$ cat config.mk
export PLATFORM = sky130hd
export DESIGN_NAME = calc_sequencer
export DESIGN_NICKNAME = d
export VERILOG_FILES = /design/src/rtl/calc_sequencer.sv
export SDC_FILE = /design/constraint.sdc
export NUM_CORES = 1
export LEC_CHECK = 0
export ABC_AREA = 1
export BUFFER_PORTS_ARGS = -buffer_cell sky130_fd_sc_hd__buf_2
export CORE_UTILIZATION = 30
export CTS_CLUSTER_SIZE = 12
export DETAILED_ROUTE_END_ITERATION = 7
export PLACE_DENSITY = 0.42
export SETUP_SLACK_MARGIN = 0.05
export SYNTH_ARGS = -nofsm -noshare
export SYNTH_HDL_FRONTEND = slang
export SYNTH_SLANG_ARGS = --single-unit
$ cat constraint.sdc
create_clock -name clk -period 10.1 [get_ports clk]
set_input_delay 0 -clock clk [delete_from_list [all_inputs] [get_ports clk]]
set_output_delay 0 -clock clk [all_outputs]
set_load 0.01 [all_outputs]
$ cat src/rtl/calc_sequencer.sv
// Keypad calculator sequencer: builds hex operands from key strobes, holds the
// pending operator and evaluates add/mul/sub strictly left to right.
module calc_sequencer #(
  parameter int WIDTH = 16
) (
  input  logic             clk,
  input  logic             reset,
  input  logic             newhex,
  input  logic [3:0]       hexcode,
  input  logic             newop,
  input  logic [1:0]       opcode,
  input  logic             eq,
  input  logic             BS,
  output logic [WIDTH-1:0] display,
  output logic             overflow,
  output logic [1:0]       mode
);

  typedef enum logic [1:0] {
    ENTRY_A = 2'b00,
    OP_WAIT = 2'b01,
    ENTRY_B = 2'b10,
    RESULT  = 2'b11
  } state_t;

  state_t           r_state;
  logic [WIDTH-1:0] r_entry;
  logic [WIDTH-1:0] r_acc;
  logic [1:0]       r_op;

  // Single event per cycle: eq > BS > operator > hex
  logic w_ev_eq, w_ev_bs, w_ev_op, w_ev_hex;
  assign w_ev_eq  = eq;
  assign w_ev_bs  = BS & ~eq;
  assign w_ev_op  = newop & ~eq & ~BS;
  assign w_ev_hex = newhex & ~eq & ~BS & ~newop;

  logic [WIDTH-1:0] w_shift, w_bs_entry, w_hexz;
  logic             w_full;
  assign w_shift    = {r_entry[WIDTH-5:0], hexcode};
  assign w_bs_entry = r_entry >> 4;
  assign w_hexz     = {{(WIDTH-4){1'b0}}, hexcode};
  assign w_full     = |r_entry[WIDTH-1:WIDTH-4];

  logic [WIDTH:0]     w_sum;
  logic [2*WIDTH-1:0] w_prod;
  logic [WIDTH-1:0]   w_res;
  logic               w_ovf;

  always_comb begin
    w_sum  = {1'b0, r_acc} + {1'b0, r_entry};
    w_prod = {{WIDTH{1'b0}}, r_acc} * {{WIDTH{1'b0}}, r_entry};
    w_res  = w_sum[WIDTH-1:0];
    w_ovf  = w_sum[WIDTH];
    case (r_op)
      2'b01: begin
        w_res = w_prod[WIDTH-1:0];
        w_ovf = |w_prod[2*WIDTH-1:WIDTH];
      end
      2'b10: begin
        w_res = r_acc - r_entry;
        w_ovf = (r_acc < r_entry);
      end
      default: ;
    endcase
  end

  assign mode = r_state;

  always_ff @(posedge clk) begin
    if (reset) begin
      r_state  <= ENTRY_A;
      r_entry  <= '0;
      r_acc    <= '0;
      r_op     <= 2'b00;
      display  <= '0;
      overflow <= 1'b0;
    end else begin
      case (r_state)
        ENTRY_A, ENTRY_B: begin
          if (w_ev_eq) begin
            r_state <= RESULT;
            if (r_state == ENTRY_A) begin
              r_acc    <= r_entry;
              overflow <= 1'b0;
              display  <= r_entry;
            end else begin
              r_acc    <= w_res;
              overflow <= w_ovf;
              display  <= w_res;
            end
          end else if (w_ev_bs) begin
            r_entry <= w_bs_entry;
            display <= w_bs_entry;
          end else if (w_ev_op) begin
            r_op    <= opcode;
            r_state <= OP_WAIT;
            // ENTRY_B chains: fold the pending operation before taking the new one
            if (r_state == ENTRY_A) begin
              r_acc   <= r_entry;
              display <= r_entry;
            end else begin
              r_acc    <= w_res;
              overflow <= w_ovf;
              display  <= w_res;
            end
          end else if (w_ev_hex && !w_full) begin
            r_entry <= w_shift;
            display <= w_shift;
          end
        end
        OP_WAIT: begin
          if (w_ev_bs) begin
            r_entry <= r_acc;
            display <= r_acc;
            r_state <= ENTRY_A;
          end else if (w_ev_op) begin
            r_op <= opcode;
          end else if (w_ev_hex) begin
            r_entry <= w_hexz;
            display <= w_hexz;
            r_state <= ENTRY_B;
          end
        end
        RESULT: begin
          if (w_ev_bs) begin
            r_state  <= ENTRY_A;
            r_entry  <= '0;
            r_acc    <= '0;
            r_op     <= 2'b00;
            display  <= '0;
            overflow <= 1'b0;
          end else if (w_ev_op) begin
            r_op    <= opcode;
            r_state <= OP_WAIT;
          end else if (w_ev_hex) begin
            r_entry  <= w_hexz;
            display  <= w_hexz;
            overflow <= 1'b0;
            r_state  <= ENTRY_A;
          end
        end
        default: r_state <= ENTRY_A;
      endcase
    end
  end

endmodule

==> run_results.csv <==
group,metric,value,unit
worst_setup_path,reg2regPathDepth,28,
timing,max_freq,0.1462,GHz
route,dr_total_vias,14190,
clock_tree,cts_htree_levels,2,
clock_tree,numCtsBuffers,5,
worst_hold_path,hold_path.class,"primary input to flip-flop",
die,die_x,224.2,µm
worst_setup_path,worstPathMaxFanout,19,
route,drc,0,
clock_tree,clk_latency,320,ps
yosys,yosysMostFrequentCell,"nand2_1",
placement,placed_cell_area,15490,µm²
final_layout,insertedDiodeCount,0,
die,fp-row-count,81,
worst_setup_path,critPathMostFrequentCell,"nand2_1",
yosys,ys_ff_latch,53,
worst_setup_path,critPathKind,"flip-flop to flip-flop",
final_layout,fillCellCount,5497,
timing,rsz0062_at_grt,"no",
final_layout,drive_above_1_share,4.447,%
yosys,synth_top_area_share,26.50,%
grt,track_usage,21.78,%
pwr,power_leakage,8.395,nW
worst_hold_path,hold_start,"BS",
yosys,synthArstFlopShare,0,%
worst_hold_path,holdPathStages,4,
worst_setup_path,r2r_slack,3260,ps
yosys,yosys_warnings,0,
worst_setup_path,r2r-end,"overflow",
route,first_iter_violations,1363,
die,io_pins,31,
yosys,synthDistinctLibCells,48,
die,die_area,50250,µm²
clock_tree,cts_resized,0,
yosys,synthAdderAreaFrac,38.16,%
worst_setup_path,critPathLaunchType,"flip-flop",
route,postRouteAntennaNets,0,
timing,slew_headroom,28.33,%
worst_hold_path,hold_end,"r_op[1]",
timing,final.period_utilization,67.73,%
placement,portBuffers,30,
worst_setup_path,crit_arrival,7020,ps
yosys,yosys.area_share.simple,26.33,%
worst_setup_path,crit_slowest_cell,"dfxtp_1",
yosys,synthTopCellsByCount,"nand2_1 (694), inv_1 (514), fa_1 (196)",
pwr,vdd_drop_max,0.06545,mV
clock_tree,postCtsSetupBuffers,0,
pwr,power.density,57.24,nW/µm²
route,viasPerCell,4.909,
yosys,synth_seq_area_share,7.165,%
status,outcome,"finished clean",
grt,grt_max_degree,40,
worst_setup_path,r2r-start,"r_acc[5]",
clock_tree,clk_path_buf_depth,2,
yosys,synth-main-ff-cell,"dfxtp_1",
clock_tree,clock_sinks,53,
die,core,48850,µm²
clock_tree,cts.clk_slew.worst_paths,90,ps
final_layout,syn_to_final_growth,5.720,%
grt,grt_pass1_vias,13840,
worst_setup_path,max_stage_delay,1000,ps
yosys,syn_area_per_cell,6.526,µm²
run,maxCapViolations,0,
worst_setup_path,crit_buf_inv,4,
yosys,synth_compound_area_share,10.97,%
timing,finalSetupViolations,0,
die,die_y,224.2,µm
timing,hold_viol,0,
yosys,synth_area_leaders,"fa_1 (26%), nand2_1 (18%), inv_1 (13%)",
timing,period_needed,6840,ps
timing,finalClockSkew,9.779,ps
die,start_util,30.31,%
worst_setup_path,path_delay_family,"adder cells",
grt,grt_overflow,0,
route,routed_wl,53800,µm
clock_tree,postCtsHoldBufs,2,
placement,dpl.hpwl,42950,µm
final_layout,fin_nets,2571,
timing,setup_tns,0,ps
yosys,syn_area,14810,µm²
clock_tree,cts_root_buffer,"clkbuf_16",
yosys,muxShareOfSynthArea,0,%
route,wl_per_cell,18.62,µm
yosys,synth_top_family_by_area,"adder cells",
yosys,synth_edf_count,0,
final_layout,final_area,15660,µm²
grt,grt_pass1_wl,83470,µm
worst_setup_path,cp.required,10280,ps
placement,globalplace.congestion,0.9175,
timing,slew_violations,0,
yosys,mappedNetlistNets,2615,
timing,worst_pin_slew,1074,ps
worst_setup_path,cp-end-kind,"flip-flop",
grt,antenna_found_initial,0,
yosys,yosysTopAreaCell,"fa_1",
route,first_pass_iters,6,
yosys,postSynthCellCount,2269,
yosys,synth-xor-area-share,0.6506,%
clock_tree,cts_tree,"built",
sequential cells by signal, summed over array words and instances, names as in the netlist:
name      count
r_entry      16
overflow      1
mode          2
display      16
r_acc        16
r_op          2
through the flow:
stage / instances / hold WS, ps / total power, mW / util [%] / setup slack, ps
3_5_place_dp: 2880 / 284.4 / 0.6987 / 31.71 / 3317
3_3_place_gp: 2880 / 285.3 / 0.6989 / 31.71 / 3390
4_1_cts: 2890 / 181.7 / 0.8925 / 32.05 / 3290
6_report: 2890 / 185.8 / 0.8961 / 32.05 / 3260
5_1_grt: 2890 / 199.5 / 0.9579 / 32.05 / 2949
2_1_floorplan: 2269 / 164.1 / 0.5505 / - / 4427
metal layers:
metal / vias to the layer above / global-route usage, % / wire length, µm
li1: 6762 / - / -
met1: 6919 / 31.82 / 25540
met2: 453 / 34.91 / 24310
met3: 52 / 2.112 / 3004
met4: 0 / 3.774 / 949
met5: - / 0 / 0
cells by family after synthesis:
group,count (synthesis)
adders and majority gates,334
and+or+nand+nor,946
buffers and inverters,634
xor gates and xnor gates,11
AOI/OAI and AO/OA,291
DFF,53
placed cells by master, fill, tap and decap left out, types with 7 or more instances in the layout:
master,synthesis,final
nor3_1,16,16
nand3_1,110,110
nand2_1,694,694
inv_2,7,7
a31oi_1,14,14
buf_4,6,27
o211ai_1,9,9
inv_1,514,514
dfxtp_1,53,53
nor2_1,84,84
fa_1,196,196
buf_2,17,30
o21ai_0,107,107
o21ai_1,8,8
a21oi_1,112,112
nand4_1,15,15
xor2_1,7,7
o21bai_1,7,7
ha_1,138,138
worst max path at each step:
stage	from	to	slack (ps)	cells past startpoint
6_report	r_acc[5]	overflow	3260	28
5_1_grt	r_acc[10]	overflow	2950	27
4_1_cts	r_acc[10]	overflow	3290	27
3_5_place_dp	r_acc[10]	overflow	3320	27
3_3_place_gp	r_entry[2]	overflow	3390	26
2_1_floorplan	r_entry[1]	overflow	4430	30
tightest hold or removal path, cell delays in order:
cell	delay (ps)
buf_2	200
nor2_4	120
nand2_1	60
a221oi_1	60
power breakdown:
group          switching [mW]  internal, mW  total (mW)
Clock                  0.0995        0.0932       0.193
Sequential             0.0383         0.225       0.263
Combinational           0.313         0.127       0.440
Total                   0.451         0.445       0.896
area by class of cell:
class                           count  area [µm²]  area share (%)
Tap cell                          664       830.8           5.307
Timing Repair Buffer               59       372.9           2.382
Sequential cell                    53        1061           6.778
Clock buffer                        5       125.1          0.7992
Multi-Input combinational cell   1582       11270           71.99
Inverter                          524        1974           12.61
Clock inverter                      3       21.27          0.1359
(Power assumes the default switching activity.)
